==> config.mk <==
export PLATFORM = sky130hd
export DESIGN_NAME = pipeline_hazard_ctrl
export DESIGN_NICKNAME = d
export VERILOG_FILES = /design/src/rtl/pipeline_hazard_ctrl.sv
export SDC_FILE = /design/constraint.sdc
export NUM_CORES = 1
export LEC_CHECK = 0
export CORE_UTILIZATION = 35
export DETAILED_ROUTE_END_ITERATION = 10
export PLACE_DENSITY = 0.79
export SLEW_MARGIN = 0
export SYNTH_ARGS = -nofsm -noshare
export SYNTH_HDL_FRONTEND = slang
export SYNTH_SLANG_ARGS = --single-unit
==> constraint.sdc <==
create_clock -name clk -period 2.1 [get_ports clk]
set_input_delay 0.42 -clock clk [delete_from_list [all_inputs] [get_ports clk]]
set_output_delay 0.42 -clock clk [all_outputs]
set_load 0.1 [all_outputs]
==> src/rtl/pipeline_hazard_ctrl.sv <==
// Central stall/flush controller for the 5-stage pipeline.
// Resolves data-memory waits, branch/jump mispredicts detected in MEM and
// load-use hazards between ID and EX. It drives every pipeline register
// enable and flush, the fetch redirect and the predictor update port. It also
// keeps saturating stall/flush counters and a sticky memory-timeout flag.
//
// Memory handshake: dmem_req is held high for as long as the instruction in
// MEM is a load or store. The access completes in the cycle dmem_ready is
// high. Until then the EX/MEM contents, and therefore dmem_req, are held
// stable by the frozen pipeline.
module pipeline_hazard_ctrl #(
    parameter int TIMEOUT = 255,
    parameter int CNT_W   = 16
) (
    input  logic             clk,
    input  logic             rst_n,
    input  logic [4:0]       if_id_rs1,
    input  logic [4:0]       if_id_rs2,
    input  logic [4:0]       id_ex_rd,
    input  logic             id_ex_memRead,
    input  logic             ex_mem_branch,
    input  logic             ex_mem_jump,
    input  logic             ex_mem_zero,
    input  logic             ex_mem_prediction,
    input  logic             ex_mem_memRead,
    input  logic             ex_mem_memWrite,
    input  logic [31:0]      ex_mem_PC,
    input  logic [31:0]      ex_mem_PC_plus_X,
    input  logic             dmem_ready,
    output logic             dmem_req,
    output logic             pc_en,
    output logic             if_id_en,
    output logic             id_ex_en,
    output logic             ex_mem_en,
    output logic             mem_wb_en,
    output logic             if_id_flush,
    output logic             id_ex_flush,
    output logic             ex_mem_flush,
    output logic             redirect,
    output logic [31:0]      redirect_pc,
    output logic             bp_upd_valid,
    output logic             bp_upd_taken,
    output logic [31:0]      bp_upd_pc,
    output logic [CNT_W-1:0] stall_cnt,
    output logic [CNT_W-1:0] flush_cnt,
    output logic             mem_timeout,
    output logic             dbg_state
);

    typedef enum logic {
        ST_RUN      = 1'b0,
        ST_MEM_WAIT = 1'b1
    } state_t;

    localparam int WAIT_W = (TIMEOUT < 2) ? 1 : $clog2(TIMEOUT + 1);
    localparam logic [WAIT_W-1:0] WAIT_MAX = WAIT_W'(TIMEOUT);
    localparam logic [CNT_W-1:0]  CNT_MAX  = '1;

    state_t            state_q, state_d;
    logic [WAIT_W-1:0] wait_cnt_q, wait_cnt_d;
    logic [CNT_W-1:0]  stall_cnt_q, stall_cnt_d;
    logic [CNT_W-1:0]  flush_cnt_q, flush_cnt_d;
    logic              mem_timeout_q, mem_timeout_d;

    logic mem_access;
    logic taken;
    logic mispredict;
    logic load_use;
    logic mem_wait;
    logic any_en_low;

    // Hazard event decode from the current pipeline register contents.
    always_comb begin
        mem_access = ex_mem_memRead | ex_mem_memWrite;
        taken      = ex_mem_jump | (ex_mem_branch & ex_mem_zero);
        mispredict = (ex_mem_branch | ex_mem_jump) & (taken != ex_mem_prediction);
        load_use   = id_ex_memRead & (id_ex_rd != 5'd0) &
                     ((id_ex_rd == if_id_rs1) | (id_ex_rd == if_id_rs2));
        mem_wait   = rst_n & (((state_q == ST_RUN) & mem_access & ~dmem_ready) |
                              ((state_q == ST_MEM_WAIT) & ~dmem_ready));
    end

    // Next state and pipeline controls: memory wait beats mispredict beats load-use.
    always_comb begin
        state_d      = state_q;
        pc_en        = 1'b1;
        if_id_en     = 1'b1;
        id_ex_en     = 1'b1;
        ex_mem_en    = 1'b1;
        mem_wb_en    = 1'b1;
        if_id_flush  = 1'b0;
        id_ex_flush  = 1'b0;
        ex_mem_flush = 1'b0;
        redirect     = 1'b0;
        redirect_pc  = taken ? ex_mem_PC_plus_X : (ex_mem_PC + 32'd4);
        bp_upd_valid = ex_mem_branch & ~mem_wait;
        bp_upd_taken = taken;
        bp_upd_pc    = ex_mem_PC;
        dmem_req     = mem_access;
        if (!rst_n) begin
            state_d      = ST_RUN;
            pc_en        = 1'b0;
            if_id_en     = 1'b0;
            id_ex_en     = 1'b0;
            ex_mem_en    = 1'b0;
            mem_wb_en    = 1'b0;
            redirect_pc  = 32'd0;
            bp_upd_valid = 1'b0;
            bp_upd_taken = 1'b0;
            bp_upd_pc    = 32'd0;
            dmem_req     = 1'b0;
        end else if (mem_wait) begin
            // Whole pipeline frozen; the branch update is deferred until release.
            state_d   = ST_MEM_WAIT;
            pc_en     = 1'b0;
            if_id_en  = 1'b0;
            id_ex_en  = 1'b0;
            ex_mem_en = 1'b0;
            mem_wb_en = 1'b0;
        end else begin
            state_d = ST_RUN;
            if (mispredict) begin
                redirect     = 1'b1;
                if_id_flush  = 1'b1;
                id_ex_flush  = 1'b1;
                ex_mem_flush = 1'b1;
            end else if (load_use) begin
                pc_en       = 1'b0;
                if_id_en    = 1'b0;
                id_ex_flush = 1'b1;
            end
        end
    end

    // Performance counters, wait counter and sticky timeout next-state.
    always_comb begin
        any_en_low    = ~(pc_en & if_id_en & id_ex_en & ex_mem_en & mem_wb_en);
        stall_cnt_d   = stall_cnt_q;
        flush_cnt_d   = flush_cnt_q;
        wait_cnt_d    = wait_cnt_q;
        mem_timeout_d = mem_timeout_q;
        if (any_en_low && stall_cnt_q != CNT_MAX) begin
            stall_cnt_d = stall_cnt_q + CNT_W'(1);
        end
        if (redirect && flush_cnt_q != CNT_MAX) begin
            flush_cnt_d = flush_cnt_q + CNT_W'(1);
        end
        if (state_d == ST_RUN) begin
            wait_cnt_d = '0;
        end else if (state_q == ST_MEM_WAIT && wait_cnt_q != WAIT_MAX) begin
            wait_cnt_d = wait_cnt_q + WAIT_W'(1);
        end
        if (state_d == ST_MEM_WAIT && wait_cnt_d == WAIT_MAX) begin
            mem_timeout_d = 1'b1;
        end
    end

    // State and counter registers with synchronous active-low reset.
    always_ff @(posedge clk) begin
        if (!rst_n) begin
            state_q       <= ST_RUN;
            wait_cnt_q    <= '0;
            stall_cnt_q   <= '0;
            flush_cnt_q   <= '0;
            mem_timeout_q <= 1'b0;
        end else begin
            state_q       <= state_d;
            wait_cnt_q    <= wait_cnt_d;
            stall_cnt_q   <= stall_cnt_d;
            flush_cnt_q   <= flush_cnt_d;
            mem_timeout_q <= mem_timeout_d;
        end
    end

    assign stall_cnt   = stall_cnt_q;
    assign flush_cnt   = flush_cnt_q;
    assign mem_timeout = mem_timeout_q;
    assign dbg_state   = state_q;

endmodule

* Word level (Yosys, flattened, before mapping)
Index checks and enable logic that the tools add are counted.
Operators by class: equal/unequal tests 7, bitwise gates (word level) 21, reductions and logical operators 5, add/subtract/negate cells 4, multiplexer cells 23
Operators by type and width (number):
- $mux W32 | 3
- $add A16 B1 Y16 const B | 2
- $add A32 B3 Y32 const B | 1
- $ne A16 B16 Y1 const B | 2
- $mux W1 | 18
- $mux W8 | 2
- $and A1 B1 Y1 | 12
- $eq A5 B5 Y1 | 2
- $add A8 B1 Y8 const B | 1
- $eq A8 B8 Y1 const B | 1
- $ne A8 B8 Y1 const B | 1
- $or A1 B1 Y1 | 5
- $reduce_bool A5 Y1 | 1
- $logic_and A1 B1 Y1 | 4
- $not A1 Y1 | 4
- $ne A1 B1 Y1 | 1
Word-level totals: output and inout bits 110, bits of input ports 89, register bits after elaboration 42

* Depth between registers and ports, before layout
word-level depth 12, depth in mapped cells 9, depth with buffers taken out 8

* Worst setup path before layout
No wires, ideal clock.
kind input-to-output, start point input ex_mem_PC[2], end point output redirect_pc[30], stages on the path 8, required time 1.680 ns, path buffers 1, path slack -2.123 ns, arrival 3.803 ns, path through ha_1 and3_1 and3_1 buf_2 and2b_1 nand3_1 xor2_1 a211oi_1
Between the ends: cells in the longest elaborated chain, start to end 3
Ends and longest elaborated chain:
- start, declared | RTL line 27 | input logic [31:0] ex_mem_PC,
- $add A32 B3 Y32 | RTL line 95 | redirect_pc = taken ? ex_mem_PC_plus_X : (ex_mem_PC + 32'd4);
- $mux W32 | RTL line 95
- $mux W32 | RTL line 100 | if (!rst_n) begin
- end, declared | RTL line 40 | output logic [31:0] redirect_pc,
No other way between the ends.

* Final worst setup path
start point input ex_mem_PC[5], end point output redirect_pc[25]
Same word-level chain as after synthesis.

==> results.txt <==
DRT met1 WL - 6.23 mm
number of synthesized register bits - 42
remaining antenna violation count - 0
final total power - 3540 uW
data arrival time of the worst path - 2110 ps
detailed route wirelength on metal3 - 1.07 mm
HPWL after DPL - 12.0 mm
number of I/O pins - 199
DIE AREA - 9970 sq um
number of distinct library cells after synthesis - 43
Setup Crit Path Kind - primary input to output port
crit path setup slack, layout - -431 ps
async set-or-reset flop fraction in the synthesized netlist - 0%
crit-path max cell delay - 270 ps
CTS max path bufs - 2
Vias per Instance - 5.40
CP max FO - 3
mean area per synthesized cell - 7.46 sq um
final setup violation count - 30
launching point of the worst reg2reg path - dbg_state
vias in the first global route - 4988
cell area after technology mapping - 3350 sq um
final weighted congestion in routability-driven placement - 0.939
net count after synthesis - 542
Post-route DRC - 0
area of placed instances - 7590 sq um
Worst path top cell family by delay - simple AND/OR/NAND/NOR gates
area fraction of the dominant cell type after synthesis - 25.1%
peak clock frequency supported by timing - 395 MHz
DRT iter0 DRCs - 153
setup repair after global routing missed its margin - true
cell taking the most area after synthesis - dfxtp_1
largest net degree at the start of global routing - 45
Critical Path RT - 1680 ps
most common library cells after synthesis - 58 x nor2_1, 42 x dfxtp_1, 40 x nand2_1, 37 x and2_1, 35 x xor2_1
shortest period the worst path allows - 2530 ps
met2 WL post-DR - 9.43 mm
total congestion overflow after global routing - 0
growth of design area from synthesis to finish - 148%
count of max-cap constraint violations - 0
initial antenna violation count - 2
total track usage - 33.9%
run status - finished with violations
TritonCTS clock tree - done
Power per Cell Area - 425 nW/um^2
worst relative slew slack - 68.5%
number of warnings printed during yosys synthesis - 0
Clk Latency, worst-skew pair - 300 ps
nature of the critical path startpoint - primary input
critical path endpoint category - output port
clock tree root buffer cell - clkbuf_8
slew of the pin with the lowest slew margin - 468 ps
Sinks on Clock Net - 42
number of slew-limit violations in the final report - 0
post-route cell area - 8320 sq um
number of placement rows - 35
aggregate routed wire length - 17.8 mm
clock transition time at the flip-flop clock pins of the worst setup and hold paths - 80 ps
final hold vios - 0
timing startpoint of the critical path - ex_mem_PC[5]
crit path max-delay cell type - a211oi_4
Hold Crit Class - flop to flop
Post-synth EDFFs - 0
Die Y - 99.8 microns
startpoint of the lowest-slack hold path - stall_cnt[5]
leakage power - 0.00335 uW
highest metal layer used by the detailed router - met4
leading cell type by number of instances after synthesis - nor2_1
instance count of the mapped netlist - 449
worst voltage drop across the vdd grid - 0.000507 V
sum of buffers and inverters on the critical path - 3
setup clock skew after layout - 7.33 ps
sequential fraction of the synthesis area - 25.1%
core region area - 9240 sq um
count of buffers inserted at the top-level ports - 198
crit share post-route - 121%
number of clock buffers inserted by TritonCTS - 5
most frequently used flop master after synthesis - dfxtp_1
wire length of the first global-routing pass - 26.2 mm
Die Span X - 99.8 microns
Starting Density - 36.3%
proportion of layout cells with a drive suffix above 1 - 58.0%
CP Cell Sequence - buf_6 > and3_4 > and4_4 > and3_4 > buf_6 > nand4_1 > xor2_1 > a211oi_4 > buf_12
net count reported at finish - 845
FILL cells - 379
Routed WL per cell - 20.1 microns
cell types with the largest area share after synthesis - dfxtp_1 25%, xor2_1 9.1%, xnor2_1 7.8%
failing checks - setup timing
DR vias - 4771
first-pass iteration count of the detailed router - 5
CTS H-Tree Depth - 2
power by group:
part	internal, uW	switching, uW	leakage, uW	total (uW)
Combinational	832	1280	0.00294	2110
Clock	309	307	0.0000567	616
Sequential	801	12.3	0.000350	813
stage by stage:
step	util, %	hold WS (ps)	setup slack, ps	TNS [ps]	cells
after floorplan	-	492	-950	-21020	449
after global placement	82.1	470	-813	-33160	829
after detailed placement	82.1	480	-869	-37330	829
after CTS	88.1	494	-369	-5370	876
after global routing	90.0	523	-459	-8030	884
final	90.0	495	-431	-6740	884
cell type report:
cell class,instances,area (sq um),share of cell area (%)
Tap cell,129,161,1.94
Clock buffer,6,93.8,1.13
Inverter,7,35.0,0.421
Multi-Input combinational cell,374,3370,40.6
Clock inverter,2,13.8,0.165
Sequential cell,42,877,10.5
Timing Repair Buffer,322,3760,45.2
Antenna cell,2,5.00,0.0602
logic make-up (layout without fill, tap and decap cells):
family          count (synthesis)  count (layout)  synth area share (%)
xor+xnor                       65              65                  17.0
fa+ha+maj                       4               4                  1.49
compound gates                 70              70                  13.7
buf+inv                        33             337                  4.44
mux                             5               5                  1.49
flops                          42              42                  25.1
simple gates                  230             230                  36.8
other cells                     0               2                     0
repair_timing:
action / in CTS / in global routing
gates resized for setup: 190 / 40
buffers inserted: 38 / 9
hold buffers: 0 / 0
gates cloned: 1 / 0
endpoints found under the setup margin: 100 / 42
pin swaps: 49 / 38
worst reg2reg max path, stage by stage, from the launching register on:
cell and delay, ps:
dfxtp_4 370, nor3_4 50, o21ai_4 200, buf_4 210
a31oi_4 50, buf_6 140, buf_4 130, nor2_1 300
nor4bb_1 410, nor3_1 70
final timing paths:
kind	end	slack, ps	cells past startpoint
max	redirect_pc[25]	-430	9
min	stall_cnt[5]	500	2
max reg2reg	stall_cnt[14]	50	9
min reg2reg	stall_cnt[5]	500	2
metal layers:
layer | global-route usage, % | up-vias
li1 | - | 2130
met1 | 35.6 | 2335
met2 | 62.9 | 231
met3 | 6.62 | 75
met4 | 19.2 | 0
met5 | 0 | -
sequential cells by signal, summed over array words and instances (netlist names):
signal	cells
flush_cnt	16
wait_cnt_q	8
mem_timeout	1
stall_cnt	16
dbg_state	1
cells in the final DEF (no fill, tap or decap), types with 15 or more instances in the layout:
cell / n
a21oi_4: 16
nand2_1: 31
nor2_1: 52
nand4_1: 17
xnor2_1: 22
xor2_2: 18
a211oi_4: 18
xor2_1: 16
buf_4: 129
clkdlybuf4s50_1: 38
and2_2: 20
buf_12: 82
and2_1: 15
dfxtp_1: 23
buf_6: 34
No activity file was read; power rests on OpenSTA's default activity.
